`src/rtl/ryu_motion_ctrl.sv`:
```
// ryu_motion_ctrl
//   Converts the current USB HID keycode into Ryu's on-screen position and pose
//   code. All motion advances once per video frame, on the rising edge of VGA
//   vsync, and the outputs are registered for the sprite selector/ROM stage.
//
// Ports
//   vga_clk   in   1   pixel clock, sole clock
//   Reset     in   1   asynchronous, active-high reset
//   vs        in   1   VGA vertical sync
//   keycode   in   8   0x04 A (left), 0x07 D (right), 0x1A W (jump), 0x0D J (punch)
//   RyuX      out 10   sprite top-left X
//   RyuY      out 10   sprite top-left Y
//   sprite    out  3   pose code: 0 standing, 1 punching, 2 jumping
//   airborne  out  1   high while jumping
module ryu_motion_ctrl #(
  parameter int X_INIT       = 100,
  parameter int Y_GROUND     = 300,
  parameter int X_MIN        = 0,
  parameter int X_MAX        = 560,
  parameter int WALK_STEP    = 2,
  parameter int PUNCH_FRAMES = 12,
  parameter int JUMP_V0      = 12,
  parameter int GRAVITY      = 1
) (
  input  logic       vga_clk,
  input  logic       Reset,
  input  logic       vs,
  input  logic [7:0] keycode,
  output logic [9:0] RyuX,
  output logic [9:0] RyuY,
  output logic [2:0] sprite,
  output logic       airborne
);

  localparam logic [7:0] KEY_A = 8'h04;
  localparam logic [7:0] KEY_D = 8'h07;
  localparam logic [7:0] KEY_W = 8'h1A;
  localparam logic [7:0] KEY_J = 8'h0D;

  localparam logic [1:0] ST_STAND = 2'd0;
  localparam logic [1:0] ST_PUNCH = 2'd1;
  localparam logic [1:0] ST_JUMP  = 2'd2;

  logic [1:0]         state;
  logic               vs_q;
  logic               tick;
  logic signed [7:0]  vel;
  logic [7:0]         punch_cnt;
  logic signed [11:0] y_next;
  logic [9:0]         x_walk;

  // Horizontal walk with clamping. The arithmetic is done signed and wider
  // than RyuX so a step left from near 0 goes negative instead of wrapping.
  function automatic logic [9:0] walk_x(input logic [9:0] x, input logic [7:0] key);
    logic signed [11:0] left;
    logic signed [11:0] right;
    left   = $signed({2'b00, x}) - $signed(12'(WALK_STEP));
    right  = $signed({2'b00, x}) + $signed(12'(WALK_STEP));
    walk_x = x;
    if (key == KEY_A) begin
      walk_x = (left < $signed(12'(X_MIN))) ? 10'(X_MIN) : left[9:0];
    end else if (key == KEY_D) begin
      walk_x = (right > $signed(12'(X_MAX))) ? 10'(X_MAX) : right[9:0];
    end
  endfunction

  always_comb begin
    // One-cycle frame tick on the 0->1 edge of vsync
    tick   = vs & ~vs_q;
    // Screen Y grows downward, so positive (upward) velocity reduces Y
    y_next = $signed({2'b00, RyuY}) - $signed({{4{vel[7]}}, vel});
    x_walk = walk_x(RyuX, keycode);
  end

  always_ff @(posedge vga_clk or posedge Reset) begin
    if (Reset) begin
      vs_q      <= 1'b1;
      state     <= ST_STAND;
      RyuX      <= 10'(X_INIT);
      RyuY      <= 10'(Y_GROUND);
      sprite    <= 3'd0;
      airborne  <= 1'b0;
      vel       <= 8'sd0;
      punch_cnt <= 8'd0;
    end else begin
      vs_q <= vs;
      if (tick) begin
        case (state)
          ST_STAND: begin
            if (keycode == KEY_W) begin
              state    <= ST_JUMP;
              vel      <= 8'(JUMP_V0);
              sprite   <= 3'd2;
              airborne <= 1'b1;
            end else if (keycode == KEY_J) begin
              state     <= ST_PUNCH;
              punch_cnt <= 8'(PUNCH_FRAMES - 1);
              sprite    <= 3'd1;
            end else begin
              RyuX <= x_walk;
            end
          end
          ST_PUNCH: begin
            // Position frozen and keys ignored until the counter expires
            if (punch_cnt != 8'd0) begin
              punch_cnt <= punch_cnt - 8'd1;
            end else begin
              state  <= ST_STAND;
              sprite <= 3'd0;
            end
          end
          ST_JUMP: begin
            RyuX <= x_walk;
            if (y_next >= $signed(12'(Y_GROUND))) begin
              RyuY     <= 10'(Y_GROUND);
              vel      <= 8'sd0;
              state    <= ST_STAND;
              sprite   <= 3'd0;
              airborne <= 1'b0;
            end else begin
              RyuY <= y_next[9:0];
              vel  <= vel - $signed(8'(GRAVITY));
            end
          end
          default: begin
            state <= ST_STAND;
          end
        endcase
      end
    end
  end

endmodule

```
`config.mk`:
```
export PLATFORM = sky130hd
export DESIGN_NAME = ryu_motion_ctrl
export DESIGN_NICKNAME = d
export VERILOG_FILES = /design/src/rtl/ryu_motion_ctrl.sv
export SDC_FILE = /design/constraint.sdc
export NUM_CORES = 1
export LEC_CHECK = 0
export ABC_AREA = 0
export ABC_CLOCK_PERIOD_IN_PS = 3600
export CORE_ASPECT_RATIO = 0.9
export CORE_MARGIN = 2
export CORE_UTILIZATION = 45
export CTS_CLUSTER_SIZE = 40
export DETAILED_ROUTE_END_ITERATION = 8
export PLACE_DENSITY = 0.66
export SYNTH_ARGS = -nofsm -noshare
export SYNTH_HDL_FRONTEND = slang
export SYNTH_SLANG_ARGS = --single-unit
```
`constraint.sdc`:
```
create_clock -name vga_clk -period 3.6 [get_ports vga_clk]
set_input_delay 0.9 -clock vga_clk [delete_from_list [all_inputs] [get_ports vga_clk]]
set_output_delay 0.9 -clock vga_clk [all_outputs]
set_load 0.005 [all_outputs]
```
# Word level (Yosys, flattened, before mapping)
# Cells that the tools add are included.
[word_totals]
word_cells = 72
reg_bits = 43
inputBits = 11
out_inout_bits = 24
[classes]
addsub = 5
n_mux = 28
order_cmp = 3
reduce_logical = 12
bitwise = 2
n_eq_ne = 14
[op_table]
columns = ["op", "count"]
rows = [
  ["$mux W10", 7],
  ["$mux W8", 5],
  ["$pmux W8 S2", 2],
  ["$pmux W10 S2", 1],
  ["$eq A8 B3 Y1 const B", 2],
  ["$ne A2 B2 Y1 const B", 7],
  ["$ge A12 B10 Y1 const B", 1],
  ["$mux W3", 4],
  ["$reduce_and A4 Y1", 3],
  ["$sub A11 B8 Y12", 1],
  ["$add A10 B2 Y11 const B", 1],
  ["$gt A11 B10 Y1 const B", 1],
  ["$lt A11 B1 Y1 const B", 1],
  ["$sub A10 B2 Y11 const B", 1],
  ["$reduce_and A5 Y1", 2],
  ["$pmux W3 S3", 1],
  ["$eq A8 B4 Y1 const B", 1],
  ["$eq A8 B5 Y1 const B", 1],
  ["$mux W2", 4],
  ["$reduce_bool A8 Y1", 1],
  ["$sub A8 B1 Y8 const B", 1],
  ["$sub A8 B2 Y8 const B", 1],
  ["$pmux W2 S3", 1],
  ["$reduce_bool A2 Y1", 2],
  ["11 further kinds", 12],
]

# Logic depth before layout (Yosys ltp)
[logic_depth]
word_depth = 8
mapped_depth = 14
depth_no_buf = 12

# Worst setup path after synthesis
# Ideal clock, no wire load.
[synth_path]
path_type = "reg-to-reg"
startpoint = "register RyuY[0]"
endpoint = "register state[1]"
setup_slack_ns = 0.645
period_less_slack_ns = 2.955
setup_ns = 0.122
required_time_ns = 3.478
arrival_ns = 2.833
stages_incl_launch_ff = 14
cell_sequence = "dfrtp_1 > inv_1 > ha_1 > inv_1 > fa_1 > a21o_1 > a311oi_2 > o21a_1 > o211ai_1 > a211o_1 > a32o_1 > buf_6 > o21ba_1 > a32o_1"
[synth_between]
elab_chain_cells = 4
[synth_lines]
columns = ["element", "line_no", "source"]
rows = [
  ["start: declaration", "30", "output logic [9:0] RyuY,"],
  ["start signal: assignment", "80", "RyuY <= 10'(Y_GROUND);"],
  ["start signal: assignment", "115", "RyuY <= 10'(Y_GROUND);"],
  ["start signal: assignment", "121", "RyuY <= y_next[9:0];"],
  ["$sub A11 B8 Y12", "71", "y_next = $signed({2'b00, RyuY}) - $signed({{4{vel[7]}}, vel});"],
  ["$ge A12 B10 Y1", "114", "if (y_next >= $signed(12'(Y_GROUND))) begin"],
  ["$ne A2 B2 Y1 (no source line)", "-", ""],
  ["$reduce_and A4 Y1 (no source line)", "-", ""],
  ["end signal: assignment", "78", "state <= ST_STAND;"],
  ["end signal: assignment", "117", "state <= ST_STAND;"],
  ["end signal: assignment", "126", "state <= ST_STAND;"],
  ["end: declaration", "44", "logic [1:0] state;"],
]
# No other way between the ends.
# A chain may end at the register's enable or synchronous reset.

# Worst setup path in the final report
[layout_path]
startpoint = "register RyuY[0]"
endpoint = "register vel[1]"
[layout_between]
elab_chain_cells = 4
[layout_lines]
columns = ["element", "line_no", "source"]
rows = [
  ["$sub A11 B8 Y12", "71", ""],
  ["$ge A12 B10 Y1", "114", ""],
  ["$mux W8", "114", ""],
  ["$pmux W8 S2", "88", "case (state)"],
  ["end signal: assignment", "92", "vel <= 8'(JUMP_V0);"],
  ["end signal: assignment", "122", "vel <= vel - $signed(8'(GRAVITY));"],
  ["end: declaration", "47", "logic signed [7:0] vel;"],
]
# No other way between the ends.

==> metrics.md <==
| Metric | Value |
|---|---|
| Detailed Routing Iterations Pass 1 | `5` |
| Largest fanout on the critical path | `8` |
| Global-route wire length before repair | `12.5 mm` |
| I/O Pins | `35` |
| Hold Path Depth | `2` |
| Crit path DAT | `3.53 ns` |
| Synth Area in Simple Gates | `21.1%` |
| Max-slew violations | `0` |
| Gr usage total | `19.9%` |
| Synth warn | `0` |
| Max-slew headroom | `59.4%` |
| Via count | `2823` |
| Root buffer cell | `clkbuf_8` |
| Post-DP HPWL | `5.33 mm` |
| Final GP Congestion | `0.854` |
| Ant diodes | `0` |
| Critical path, cell by cell | `inv_1 -> ha_1 -> inv_1 -> fa_1 -> a21o_1 -> a311oi_2 -> o21a_1 -> o211ai_1 -> a211o_1 -> a32o_1 -> buf_4 -> or2_1 -> o22ai_1` |
| Vias per inst | `5.61` |
| DP Area | `3570 um^2` |
| Synth Area in Adders | `8.56%` |
| Crit share post-route | `91.7%` |
| CP max stage cell | `dfrtp_1` |
| LEAKAGE | `1.58 nW` |
| Register Area | `1040 um^2` |
| Post-CTS setup buffer count | `0` |
| Share of cells above drive strength 1 | `7.02%` |
| Status | `completed` |
| Unrepaired setup endpoints after global routing | `false` |
| Min cycle time layout | `3.30 ns` |
| Sequential fraction of the synthesis area | `32.8%` |
| Worst R2R Path Depth | `13` |
| Worst Path Required | `3.83 ns` |
| Worst IR Drop VDD | `0.290 mV` |
| Library cells used by synthesis | `67` |
| CTS Buf Count | `5` |
| Reg clk slew, reported paths | `0.09 ns` |
| Top_reg_cell synth | `dfrtp_1` |
| Clk Latency, worst-skew pair | `0.30 ns` |
| # setup viols final | `0` |
| CTS tree | `done` |
| CTS H-tree depth | `2` |
| CP dominant cell by count | `inv_1` |
| Flop and latch count out of synthesis | `41` |
| Fill count | `628` |
| Hold Crit Endpoint | `RyuY[8]` |
| Stages on worst setup path | `13` |
| Final hold vios | `0` |
| Row count | `28` |
| Starting density of the core | `47.2%` |
| HP Class | `flip-flop to flip-flop` |
| # port buffers | `32` |
| Measured slew at the worst slew-check pin | `0.604 ns` |
| Core Box Area | `6690 um^2` |
| TNS Setup | `0 ns` |
| Hold buffer count at cts | `0` |
| Die X | `92.3 um` |
| Worst path buffer plus inverter count | `3` |
| CP Class | `flip-flop to flip-flop` |
| Post-CTS sizing | `0` |
| Largest family of logic cells by synthesized area | `compound AO/OA/AOI/OAI gates` |
| Hold Path Origin | `RyuY[8]` |
| Fraction of registers with async set/reset | `100%` |
| Number of max-cap violations | `0` |
| DRT iter0 DRCs | `104` |
| Clock Tree Buf Depth | `2` |
| WL/cell | `14.5 um` |
| Compound-Gate Fraction of Synth Area | `26.9%` |
| Worst r2r dst | `vel[1]` |
| Reg2reg start | `RyuY[0]` |
| Worst R2R Setup Slack | `0.30 ns` |
| Avg Inst Size Synth | `8.26 um^2` |
| Combined area of the multi-input logic cells | `1930 um^2` |
| Final ANT Viol Nets | `0` |
| Mapped Area | `3160 um^2` |
| Nets | `444` |
| Max incr delay on CP | `0.40 ns` |
| Initial antenna violation count | `0` |
| Number of global-route vias before repair | `2641` |
| Chip height | `83.4 um` |
| Skew final | `0.00921 ns` |
| Post-synth EDFFs | `0` |
| Crit. End Element | `flip-flop` |
| Xor and xnor area share after synthesis | `3.89%` |
| Multiplexer area fraction after synthesis | `0.634%` |
| Grt ovf | `0` |
| Critical Path Start Type | `flip-flop` |
| Clock Sinks | `41` |
| Final non-filler cell area | `3690 um^2` |
| Area grow syn2layout | `16.9%` |
| Routed wire length | `7.30 mm` |
| Delay-heaviest family, CP | `compound AO/OA/AOI/OAI gates` |
| Fmax | `0.303 GHz` |
| Die Footprint | `7700 um^2` |
| DRC Markers | `0` |
| Largest net degree at the start of global routing | `42` |
| Syn Inst Count | `382` |
| Pwr dens | `456 nW/um^2` |
==> flip-flops by register name (all words and copies together) (netlist names) <==
| register | cells |
|---|---|
| vs_q | 1 |
| airborne | 1 |
| punch_cnt | 8 |
| RyuY | 10 |
| state | 2 |
| RyuX | 9 |
| sprite | 2 |
| vel | 8 |
==> power by group <==
part           switching, mW  internal [mW]  total [mW]  leakage [nW]
registers             0.0833          0.547       0.630         0.499
logic                  0.364          0.289       0.653          1.02
clock network          0.174          0.226       0.400        0.0574
==> routing by layer <==
layer	global-route usage [%]	vias to the layer above	routed length (um)
met3	2.72	7	198
met5	0	-	0
met4	5.02	0	68
met1	29.7	1305	3780
li1	-	1456	-
met2	30.3	55	3260
==> layout make-up <==
cell class / count / area share [%]
clock buffers: 6 / 2.24
multi-input cells: 296 / 52.4
inverters: 28 / 2.85
clock inverters: 2 / 1.02
repair buffers: 40 / 10.3
well taps: 90 / 3.05
flip-flops and latches: 41 / 28.1
==> logic make-up after synthesis <==
group | Yosys count
AND/OR/NAND/NOR | 136
AO/OA/AOI/OAI | 121
buffers and inverters | 46
flip-flops | 41
adder cells (fa/ha/maj) | 21
XOR/XNOR | 14
multiplexers | 2
other | 1
==> worst max-delay path by stage <==
stage               start       end  slack [ns]
2_1_floorplan     RyuY[0]  state[1]        0.65
3_3_place_gp      RyuY[0]    vel[1]        0.35
3_5_place_dp   keycode[0]    vel[6]        0.32
4_1_cts           RyuY[0]    vel[1]        0.30
5_1_grt           RyuY[0]    vel[1]        0.14
6_report          RyuY[0]    vel[1]        0.30
==> metrics by stage <==
step	utilization (%)	std cells	worst slack (ns)	total power, mW	hold slack (ns)
3_5_place_dp	53.3	495	0.324	1.29	0.462
3_3_place_gp	53.3	495	0.353	1.28	0.454
2_1_floorplan	-	383	0.645	1.10	0.453
6_report	55.1	503	0.300	1.68	0.468
5_1_grt	55.1	503	0.135	1.82	0.499
4_1_cts	55.1	503	0.304	1.70	0.471
==> worst reg2reg max path, delay by kind of cell (launching register included) <==
family,cells,cell delay (ns)
compound gates,7,1.69
fa+ha+maj,2,0.56
buf+inv,3,0.32
flops,1,0.40
simple gates,1,0.25
==> Yosys cell counts, types with 4 or more instances <==
master | count | share of area [%]
a21o_1 | 5 | 1.2
a21oi_1 | 20 | 3.2
a31oi_1 | 5 | 0.99
and2_1 | 4 | 0.79
and3_1 | 5 | 0.99
clkbuf_1 | 13 | 1.5
dfrtp_1 | 33 | 26
dfstp_2 | 8 | 6.7
ha_1 | 20 | 7.9
inv_1 | 28 | 3.3
nand2_1 | 41 | 4.9
nand3_1 | 13 | 2.1
nor2_1 | 32 | 3.8
nor3_1 | 11 | 1.7
nor4_1 | 4 | 0.79
o211ai_1 | 5 | 1.2
o21a_1 | 9 | 2.1
o21ai_0 | 19 | 3.0
o21ai_1 | 8 | 1.3
o22a_1 | 6 | 1.7
o31ai_1 | 10 | 2.4
or3_1 | 5 | 0.99
xnor2_1 | 7 | 1.9
xor2_1 | 7 | 1.9
==> placed cells by master (no fill, tap or decap), types with 3 or more instances in the layout <==
cell type	netlist	final
a22o_1	3	3
nand2_1	41	41
clkdlybuf4s50_1	0	32
xnor2_1	7	7
and3_1	5	5
clkbuf_8	0	6
nand3_1	13	13
a21o_1	5	5
a21oi_1	20	20
o211ai_1	5	5
dfstp_2	8	8
o22a_1	6	6
nor3_1	11	11
o21ai_0	19	19
inv_1	28	28
and2_1	4	4
xor2_1	7	7
o32ai_1	3	3
o31ai_1	10	10
nor4_1	4	4
buf_4	2	8
a221oi_1	3	3
o21ai_1	8	8
o21a_1	9	9
dfrtp_1	33	33
nor2_1	32	32
nand2b_1	3	3
ha_1	20	20
nor2b_1	3	3
or3_1	5	5
a31oi_1	5	5
No activity file was read; power rests on OpenSTA's default activity.
